==> src/rtl/fetch_pkg.sv <==
// Shared constants, state encoding and PC arithmetic for the instruction fetch unit.
package fetch_pkg;
    localparam int DEPTH    = 512;
    localparam int RESET_PC = 0;
    localparam int PC_W     = $clog2(DEPTH);
    localparam int WORD_W   = 32;

    typedef enum logic [1:0] {
        IDLE  = 2'd0,
        RUN   = 2'd1,
        STALL = 2'd2
    } fetch_state_t;

    // Word-index increment modulo the memory depth.
    function automatic int unsigned wrap_inc(input int unsigned pc, input int unsigned depth);
        return (pc == depth - 1) ? 0 : pc + 1;
    endfunction
endpackage

==> src/rtl/fetch_buffer.sv <==
// Two-entry instruction/PC FIFO between the instruction memory and decode.
module fetch_buffer #(
    parameter int PC_W = 9
) (
    input  logic                        clk,
    input  logic                        rst,
    input  logic                        push,
    input  logic                        pop,
    input  logic                        flush,
    input  logic [fetch_pkg::WORD_W-1:0] push_data,
    input  logic [PC_W-1:0]             push_pc,
    output logic [fetch_pkg::WORD_W-1:0] head_data,
    output logic [PC_W-1:0]             head_pc,
    output logic [1:0]                  count
);
    import fetch_pkg::*;

    logic       rd_ptr_reg;
    logic       wr_ptr_reg;
    logic [1:0] count_reg;

    always_ff @(posedge clk) begin
        if (rst || flush) begin
            rd_ptr_reg <= 1'b0;
            wr_ptr_reg <= 1'b0;
            count_reg  <= 2'd0;
        end else begin
            if (push) wr_ptr_reg <= ~wr_ptr_reg;
            if (pop)  rd_ptr_reg <= ~rd_ptr_reg;
            count_reg <= count_reg + {1'b0, push} - {1'b0, pop};
        end
    end

    genvar gi;
    generate
        for (gi = 0; gi < 2; gi++) begin : slot_g
            localparam logic SLOT = 1'(gi);
            logic [WORD_W-1:0] data_reg;
            logic [PC_W-1:0]   pc_reg;

            always_ff @(posedge clk) begin
                if (rst) begin
                    data_reg <= '0;
                    pc_reg   <= '0;
                end else if (push && !flush && (wr_ptr_reg == SLOT)) begin
                    data_reg <= push_data;
                    pc_reg   <= push_pc;
                end
            end
        end
    endgenerate

    assign head_data = rd_ptr_reg ? slot_g[1].data_reg : slot_g[0].data_reg;
    assign head_pc   = rd_ptr_reg ? slot_g[1].pc_reg   : slot_g[0].pc_reg;
    assign count     = count_reg;

    // Issue throttling keeps at most one free-slot's worth of data in flight.
    always_ff @(posedge clk) begin
        if (!rst && !flush) begin
            assert (!(push && count_reg == 2'd2))
                else $error("fetch_buffer: push into full buffer");
        end
    end
endmodule

==> src/rtl/fetch_unit.sv <==
// Instruction fetch: PC register, one-cycle memory response tracking, and a small decode buffer.
module fetch_unit #(
    parameter int DEPTH    = fetch_pkg::DEPTH,
    parameter int RESET_PC = fetch_pkg::RESET_PC
) (
    input  logic        clk,
    input  logic        rst,
    input  logic        fetch_en,
    input  logic        redirect_valid,
    input  logic [31:0] redirect_pc,
    output logic [31:0] imem_pc,
    input  logic [31:0] imem_instruction,
    output logic        inst_valid,
    input  logic        inst_ready,
    output logic [31:0] inst_out,
    output logic [31:0] inst_pc
);
    import fetch_pkg::*;

    localparam int AW = (DEPTH > 1) ? $clog2(DEPTH) : 1;

    logic [AW-1:0]     pc_reg;
    logic [AW-1:0]     pc_next;
    logic [AW-1:0]     inflight_pc_reg;
    logic              inflight_reg;
    fetch_state_t      state_reg;

    logic [1:0]        count;
    logic [WORD_W-1:0] head_data;
    logic [AW-1:0]     head_pc;
    logic              pop;
    logic              push;
    logic              room;
    logic              issue;
    logic [2:0]        occupancy;

    assign inst_valid = (count != 2'd0);
    // A redirect voids any same-cycle acceptance and the response returning this cycle.
    assign pop        = inst_valid && inst_ready && !redirect_valid;
    assign push       = inflight_reg && !redirect_valid;
    assign occupancy  = {1'b0, count} + {2'b0, inflight_reg} - {2'b0, pop};
    assign room       = (occupancy < 3'd2);
    // Qualified by fetch_en directly so the first issue lands in the first cycle after reset.
    assign issue      = fetch_en && room && !redirect_valid;
    assign pc_next    = AW'(wrap_inc(32'(pc_reg), DEPTH));

    always_ff @(posedge clk) begin
        if (rst) begin
            pc_reg          <= AW'(RESET_PC);
            inflight_reg    <= 1'b0;
            inflight_pc_reg <= '0;
            state_reg       <= IDLE;
        end else begin
            inflight_reg <= issue;
            if (issue) inflight_pc_reg <= pc_reg;

            if (redirect_valid)
                pc_reg <= redirect_pc[AW-1:0];
            else if (issue)
                pc_reg <= pc_next;

            if (!fetch_en) begin
                state_reg <= IDLE;
            end else begin
                case (state_reg)
                    IDLE:    state_reg <= RUN;
                    RUN:     if (!room) state_reg <= STALL;
                    STALL:   if (room)  state_reg <= RUN;
                    default: state_reg <= IDLE;
                endcase
            end
        end
    end

    fetch_buffer #(
        .PC_W (AW)
    ) u_buffer (
        .clk       (clk),
        .rst       (rst),
        .push      (push),
        .pop       (pop),
        .flush     (redirect_valid),
        .push_data (imem_instruction),
        .push_pc   (inflight_pc_reg),
        .head_data (head_data),
        .head_pc   (head_pc),
        .count     (count)
    );

    assign imem_pc  = 32'(pc_reg);
    assign inst_out = head_data;
    assign inst_pc  = 32'(head_pc);
endmodule

==> config.mk <==
export PLATFORM = sky130hd
export DESIGN_NAME = fetch_unit
export DESIGN_NICKNAME = d
export VERILOG_FILES = /design/src/rtl/fetch_pkg.sv /design/src/rtl/fetch_buffer.sv /design/src/rtl/fetch_unit.sv
export SDC_FILE = /design/constraint.sdc
export NUM_CORES = 1
export LEC_CHECK = 0
export ABC_CLOCK_PERIOD_IN_PS = 5900
export CAP_MARGIN = 20
export CORE_ASPECT_RATIO = 0.9
export CORE_MARGIN = 2
export CORE_UTILIZATION = 49
export DETAILED_ROUTE_END_ITERATION = 10
export GPL_ROUTABILITY_DRIVEN = 0
export HOLD_SLACK_MARGIN = 0.08
export MAX_ROUTING_LAYER = met4
export PLACE_DENSITY = 0.86
export SLEW_MARGIN = 20
export SYNTH_ARGS = -nofsm -noshare
export SYNTH_HDL_FRONTEND = slang
export SYNTH_SLANG_ARGS = --single-unit
==> constraint.sdc <==
create_clock -name clk -period 5.9 [get_ports clk]
set_clock_uncertainty 0.2 [all_clocks]
set_input_delay 0.885 -clock clk [delete_from_list [all_inputs] [get_ports clk]]
set_output_delay 0.885 -clock clk [all_outputs]
set_load 0.05 [all_outputs]
==> reports/qor.csv, run 1 <==
metric;value;unit
final_antenna_net_count;0;
grt_first_pass_wirelength;17.44;mm
drt-initial-drc-count;226;
yosys_most_used_dff;dfxtp_1;
critPathArrivalTime;3900;ps
ir_drop;149.2;uV
synth.avg_cell_area;8.066;um^2
path_class;in -> reg;
slew_violations;0;
die-area;0.01053;mm^2
hold_violations;0;
synth_top_area_share;44.09;%
io_pins;166;
num_vias;4045;
cts_tree;built;
initial_core_util;49.80;%
crit_path_end_kind;flip-flop;
clk_pin_slew;100;ps
vias_per_cell;5.127;
setup-tns-final;0;ps
rows;34;
cts_buffers;9;
cap_viol_max_count;0;
seq_area_frac_synth;44.09;%
synthCells;591;
hold_path_end;u_buffer.slot_g[1].data_reg[30];
cts-root-buf;clkbuf_8;
slowest_delay;490;ps
coreArea;0.009572;mm^2
cp_max_fo;24;
grt_max_degree;107;
comb_power_share;15.2;%
rr_endpoint;pc_reg[6];
antenna_found_initial;0;
start_kind;input pin;
swShare;29.88;%
synth_edf_count;0;
cts_num_sinks;105;
n_antenna_cell;0;
worstMarginPinSlew;1088;ps
yosys.area.top_type;dfxtp_1;
fmax;260.0;MHz
dr.pass1.iters;6;
period_needed;3846;ps
ctsHoldBuffers;0;
drive_gt1_share;9.804;%
outcome;complete, no violations;
synthArstFlopShare;0;%
path_cells;clkdlybuf4s50_1 > buf_4 > nor2_1 > ha_1 > inv_1 > nand2_1 > fa_1 > nand2_1 > or2_1 > or4_1 > a311oi_1;
holdWs;255.7;ps
ys_warn_count;0;
synth-xor-area-share;1.286;%
wl_per_cell;13.43;um
powerDensity;233.0;mW/mm^2
drc;0;
rrSetupSlack;2540;ps
die_w;108.0;um
synthMuxAreaShare;9.895;%
rsz0062_at_grt;no;
grt_usage;20.78;%
synthTopCellsByArea;dfxtp_1, nand2_1, mux2_2;
area_growth;20.55;%
grt_overflow;0;
largest_reg_flops;64;
internal_power;939.0;uW
final_nets;733;
htree_num_levels;3;
rr_worst_depth;11;
clock_latency;350;ps
hp-start;u_buffer.slot_g[1].data_reg[30];
synth_top_family_by_area;simple AND/OR/NAND/NOR gates;
p_sw;400.1;uW
dp_hpwl;6.786;mm
maxSlewHeadroom;27.49;%
synth-seq-cells;105;
totalWireLength;10.60;mm
seq_power_share;54.8;%
portBuffers;96;
finalSetupViolCount;0;
synth_area;0.004767;mm^2
min_path_type;reg -> reg;
clockPowerShare;30.0;%
synthAdderAreaFrac;1.732;%
finalCritPeriodShare;65.18;%
required;5960;ps
synth_compound_area_share;13.18;%
postCtsSetupBuffers;0;
grt_pass1_vias;3911;
fp.dieH;97.57;um
whs_path_depth;2;
synth_simple_gate_area_share;18.48;%
synth_cell_types;38;
r2r_start;u_buffer.count[1];
cp_slowest_cell;or2_1;
clock_path_buffers;2;
p_leak;0.002045;uW
cpMostUsedCell;nand2_1;
cts_resized;0;
## final cells by class
class                   count  area (um^2)
inverters                   6        22.52
well taps                 126        157.7
multi-input cells         437         2307
repair buffers             99        980.9
flip-flops and latches    105         2103
clock buffers              10        127.6
clock inverters             6        47.55
fillers                   851         3825
## cells in the final DEF (no fill, tap or decap), types with 2 or more instances in the layout
cell	n
nor2_1	9
or4_1	2
a21oi_1	92
o22ai_1	3
and2_1	4
mux2_2	41
a211oi_1	2
buf_4	4
conb_1	46
inv_6	3
clkdlybuf4s50_1	95
nand3_1	3
nand2_1	182
xnor2_1	4
nor3_1	6
dfxtp_1	104
ha_1	5
xor2_1	3
o21ai_0	11
clkbuf_8	9
a31oi_1	6
inv_1	6
a311oi_1	2
## power groups by stage
stage	Combinational, uW	Sequential [uW]	Clock (uW)
after floorplan	153	761	0
after global placement	200	749	0
after detailed placement	202	750	0
after CTS	203	733	416
after global routing	215	735	442
final	203	733	402
## metrics by stage
stage	worst slack [ps]	area (um^2)	power [uW]	util [%]	std cells
3_3_place_gp	1760	5572	948.6	58.21	773
6_report	2054	5747	1339	60.04	789
3_5_place_dp	1716	5572	952.0	58.21	773
5_1_grt	1920	5747	1392	60.04	789
4_1_cts	2082	5747	1353	60.04	789
2_1_floorplan	2579	4936	913.9	-	636
## worst max-delay path: cells and delay by family
| kind | cells | cell delay [ps] |
|---|---|---|
| compound gates | 1 | 260 |
| fa+ha+maj | 2 | 750 |
| buf+inv | 3 | 770 |
| simple gates | 5 | 1200 |
## cell families (layout without fill, tap and decap cells)
| kind of cell | after synthesis | in the layout |
|---|---|---|
| compound gates | 119 | 119 |
| xor+xnor | 7 | 7 |
| fa+ha+maj | 6 | 6 |
| buf+inv | 94 | 121 |
| flops | 105 | 105 |
| mux | 42 | 42 |
| other cells | 1 | 46 |
| simple gates | 217 | 217 |
## cells in the mapped netlist (2+ instances only)
master    count
a211oi_1      2
a21oi_1      92
a311oi_1      2
a31oi_1       6
and2_1        4
buf_1         2
buf_2         9
buf_4        46
clkbuf_1     31
dfxtp_1     105
ha_1          5
inv_1         6
mux2_2       41
nand2_1     182
nand3_1       3
nor2_1        9
nor2b_1       2
nor3_1        6
o21ai_0      11
o22ai_1       3
or4_1         2
xnor2_1       4
xor2_1        3
## how the worst max path moves through the flow
stage / depth (start not counted) / startpoint / to / slack [ps]
global route: 11 / redirect_valid / pc_reg[6] / 1920
floorplan: 11 / redirect_valid / pc_reg[2] / 2580
detailed placement: 11 / redirect_valid / pc_reg[6] / 1720
CTS: 11 / redirect_valid / pc_reg[6] / 2080
global placement: 11 / redirect_valid / pc_reg[6] / 1760
finish: 11 / redirect_valid / pc_reg[6] / 2050
## metal layers
metal,vias to the layer above,part of all wire [%],global-route usage (%)
li1,1988,-,-
met1,1913,43,23.55
met2,136,51,36.57
met3,8,5.4,4.427
met4,0,0.98,6.114
met5,-,0,-
Power figures use the tool's default switching activity.
==> inputs of run 2 (changes only) <==
--- a/config.mk
+++ b/config.mk
@@ -5,16 +5,16 @@
 export SDC_FILE = /design/constraint.sdc
 export NUM_CORES = 1
 export LEC_CHECK = 0
-export ABC_CLOCK_PERIOD_IN_PS = 5900
+export ABC_CLOCK_PERIOD_IN_PS = 3200
 export CAP_MARGIN = 20
 export CORE_ASPECT_RATIO = 0.9
 export CORE_MARGIN = 2
-export CORE_UTILIZATION = 49
+export CORE_UTILIZATION = 41
 export DETAILED_ROUTE_END_ITERATION = 10
 export GPL_ROUTABILITY_DRIVEN = 0
 export HOLD_SLACK_MARGIN = 0.08
 export MAX_ROUTING_LAYER = met4
-export PLACE_DENSITY = 0.86
+export PLACE_DENSITY = 0.77
 export SLEW_MARGIN = 20
 export SYNTH_ARGS = -nofsm -noshare
 export SYNTH_HDL_FRONTEND = slang
==> constraint.sdc (replaced) <==
create_clock -name clk -period 3.2 [get_ports clk]
set_clock_uncertainty 0.2 [all_clocks]
set_input_delay 0.48 -clock clk [delete_from_list [all_inputs] [get_ports clk]]
set_output_delay 0.48 -clock clk [all_outputs]
set_load 0.05 [all_outputs]
==> run 2 against run 1 <==
Cell count rose by 5.7%. Critical endpoint is now pc_reg[3]. Total power rose by 110%. Core utilization fell by 6.5 points. Global-route usage fell by 2.1 points. Sequential power rose by 84%. Clock-buffer cell count rose by 2. Largest cell class unchanged. Die area rose by 19%. Sequential share of layout area fell by 2.1 points. Clock power rose to 2.7 times the previous value. Register-to-register slack got worse by 2300 ps. Non-clock buffer count rose by 15.
==> reports/qor.csv, run 2 (synthesis gave the netlist of run 1 again) <==
metric;value;unit;change
rsz0062_at_grt;no;;unchanged
cap_viol_max_count;0;;unchanged
rr_worst_depth;11;;unchanged
drt-initial-drc-count;242;;was 226
start_kind;flip-flop;;was input pin
htree_num_levels;3;;unchanged
use_met2;32.56;%;was 36.57%
path_class;reg -> reg;;was in -> reg
grt_overflow;0;;unchanged
vias_per_cell;4.918;;was 5.127
cts_tree;built;;unchanged
clock_latency;330;ps;was 350 ps
dp_hpwl;7.812;mm;was 6.786 mm
final_common_cell;nand2_1;;unchanged
rows;37;;was 34
gr-usage-met3;3.219;%;was 4.427%
drc;0;;unchanged
place_inst;818;;was 773
final_cell_mix;nand2_1, dfxtp_1, clkdlybuf4s50_1;;unchanged
worstMarginPinSlew;541.7;ps;was 1088 ps
antenna_found_initial;0;;unchanged
whs_path_depth;2;;unchanged
final_antenna_net_count;0;;unchanged
final_cells;834;;was 789
num_vias;4102;;was 4045
die-area;0.01251;mm^2;was 0.01053 mm^2
rr_endpoint;pc_reg[3];;was pc_reg[6]
postCtsSetupBuffers;0;;unchanged
ir_drop;295.2;uV;was 149.2 uV
cts_num_sinks;105;;unchanged
initial_core_util;41.86;%;was 49.80%
grt_max_degree;40;;was 107
dr.pass1.iters;4;;was 6
n_antenna_cell;0;;unchanged
critPathArrivalTime;3060;ps;was 3900 ps
p_total;2844;uW;was 1339 uW
fp.dieH;106.3;um;was 97.57 um
powerDensity;466.7;mW/mm^2;was 233.0 mW/mm^2
min_path_type;reg -> reg;;unchanged
drive_gt1_share;12.24;%;was 9.804%
grt_first_pass_wirelength;18.59;mm;was 17.44 mm
hold_violations;0;;unchanged
cp_max_fo;6;;was 24
clock_path_buffers;2;;unchanged
rrSetupSlack;200;ps;was 2540 ps
slew_violations;0;;unchanged
area_growth;27.82;%;was 20.55%
grt_usage;18.64;%;was 20.78%
cts-root-buf;clkbuf_16;;was clkbuf_8
cts_resized;0;;unchanged
crit_path_end_kind;flip-flop;;unchanged
finalCritPeriodShare;93.83;%;
hp-start;u_buffer.slot_g[0].pc_reg[3];;was u_buffer.slot_g[1].data_reg[30]
grt_busiest_layer;met2;;unchanged
use_met1;21.43;%;was 23.55%
finalSetupViolCount;0;;unchanged
die_w;117.7;um;was 108.0 um
r2r_start;u_buffer.count[1];;unchanged
largest_reg_flops;64;;unchanged
fmax;333.1;MHz;
fillers;1078;;was 851
io_pins;166;;unchanged
coreArea;0.01139;mm^2;was 0.009572 mm^2
grt_pass1_vias;4004;;was 3911
final_nets;748;;was 733
outcome;complete, no violations;;unchanged
p_leak;0.002195;uW;was 0.002045 uW
required;3260;ps;was 5960 ps
hold_path_end;u_buffer.slot_g[0].pc_reg[3];;was u_buffer.slot_g[1].data_reg[30]
cts_buffers;9;;unchanged
clk_pin_slew;70;ps;was 100 ps
ctsHoldBuffers;0;;unchanged
period_needed;3002;ps;
wl_per_cell;13.83;um;was 13.43 um
totalWireLength;11.54;mm;was 10.60 mm
portBuffers;96;;unchanged
maxSlewHeadroom;63.77;%;was 27.49%
-- run 2: changes by cell type in the layout (fill, tap and decap cells not counted), sizes merged --
cell | before | now
inv | 9 | 7
clkbuf | 10 | 12
buf | 4 | 19
bufinv | 0 | 1
clkinv | 2 | 1
-- run 2: how the worst max path moves through the flow --
stage	start	end	slack, ps	cells after the start
after CTS	u_buffer.count[1]	pc_reg[6]	130	11
final	u_buffer.count[1]	pc_reg[3]	200	11
after global routing	u_buffer.count[1]	pc_reg[3]	10	11
after detailed placement	inst_ready	pc_reg[6]	-110	11
after global placement	inst_ready	pc_reg[6]	-50	11
after floorplan	u_buffer.count[1]	pc_reg[2]	130	12
-- run 2: routing by layer --
layer / share of wire (%) / vias to the layer above / routed length, um
met1: 43 / 1950 / 4904
met5: 0 / - / 0
met4: 1.7 / 0 / 192
li1: - / 2016 / -
met2: 52 / 119 / 5982
met3: 4.0 / 17 / 456
-- run 2: area by class of cell --
type	count	area, um^2	share of cell area, %
Clock inverter	4	51.30	0.8419
Tap cell	156	195.2	3.203
Timing Repair Buffer	114	1156	18.97
Clock buffer	12	246.5	4.045
Inverter	6	22.52	0.3696
Sequential cell	105	2105	34.54
Multi-Input combinational cell	437	2317	38.03
-- run 2: power by group --
group | leakage [uW] | internal [uW] | switching (uW)
Clock | 0.000143 | 631 | 467
Combinational | 0.00120 | 122 | 271
Sequential | 0.000851 | 1330 | 24.9
-- run 2: critical path, stage by stage (launching register included) --
cell,delay [ps]
dfxtp_2,350
or2_2,320
nand2_1,100
nor2_1,60
ha_1,270
inv_1,80
nand2_1,60
fa_1,390
xor2_1,170
or2_4,260
or4_1,480
a31oi_1,180
-- run 2: through the flow --
step	instance area, um^2	setup slack [ps]	setup TNS, ps	util (%)	hold slack (ps)
floorplan	4936	132.7	0	-	232.9
global placement	5786	-48.09	-100.2	50.80	237.6
detailed placement	5786	-113.9	-375.9	50.80	244.1
CTS	6083	125.8	0	53.42	254.1
global route	6093	10.18	0	53.50	272.7
finish	6093	197.5	0	53.50	251.4
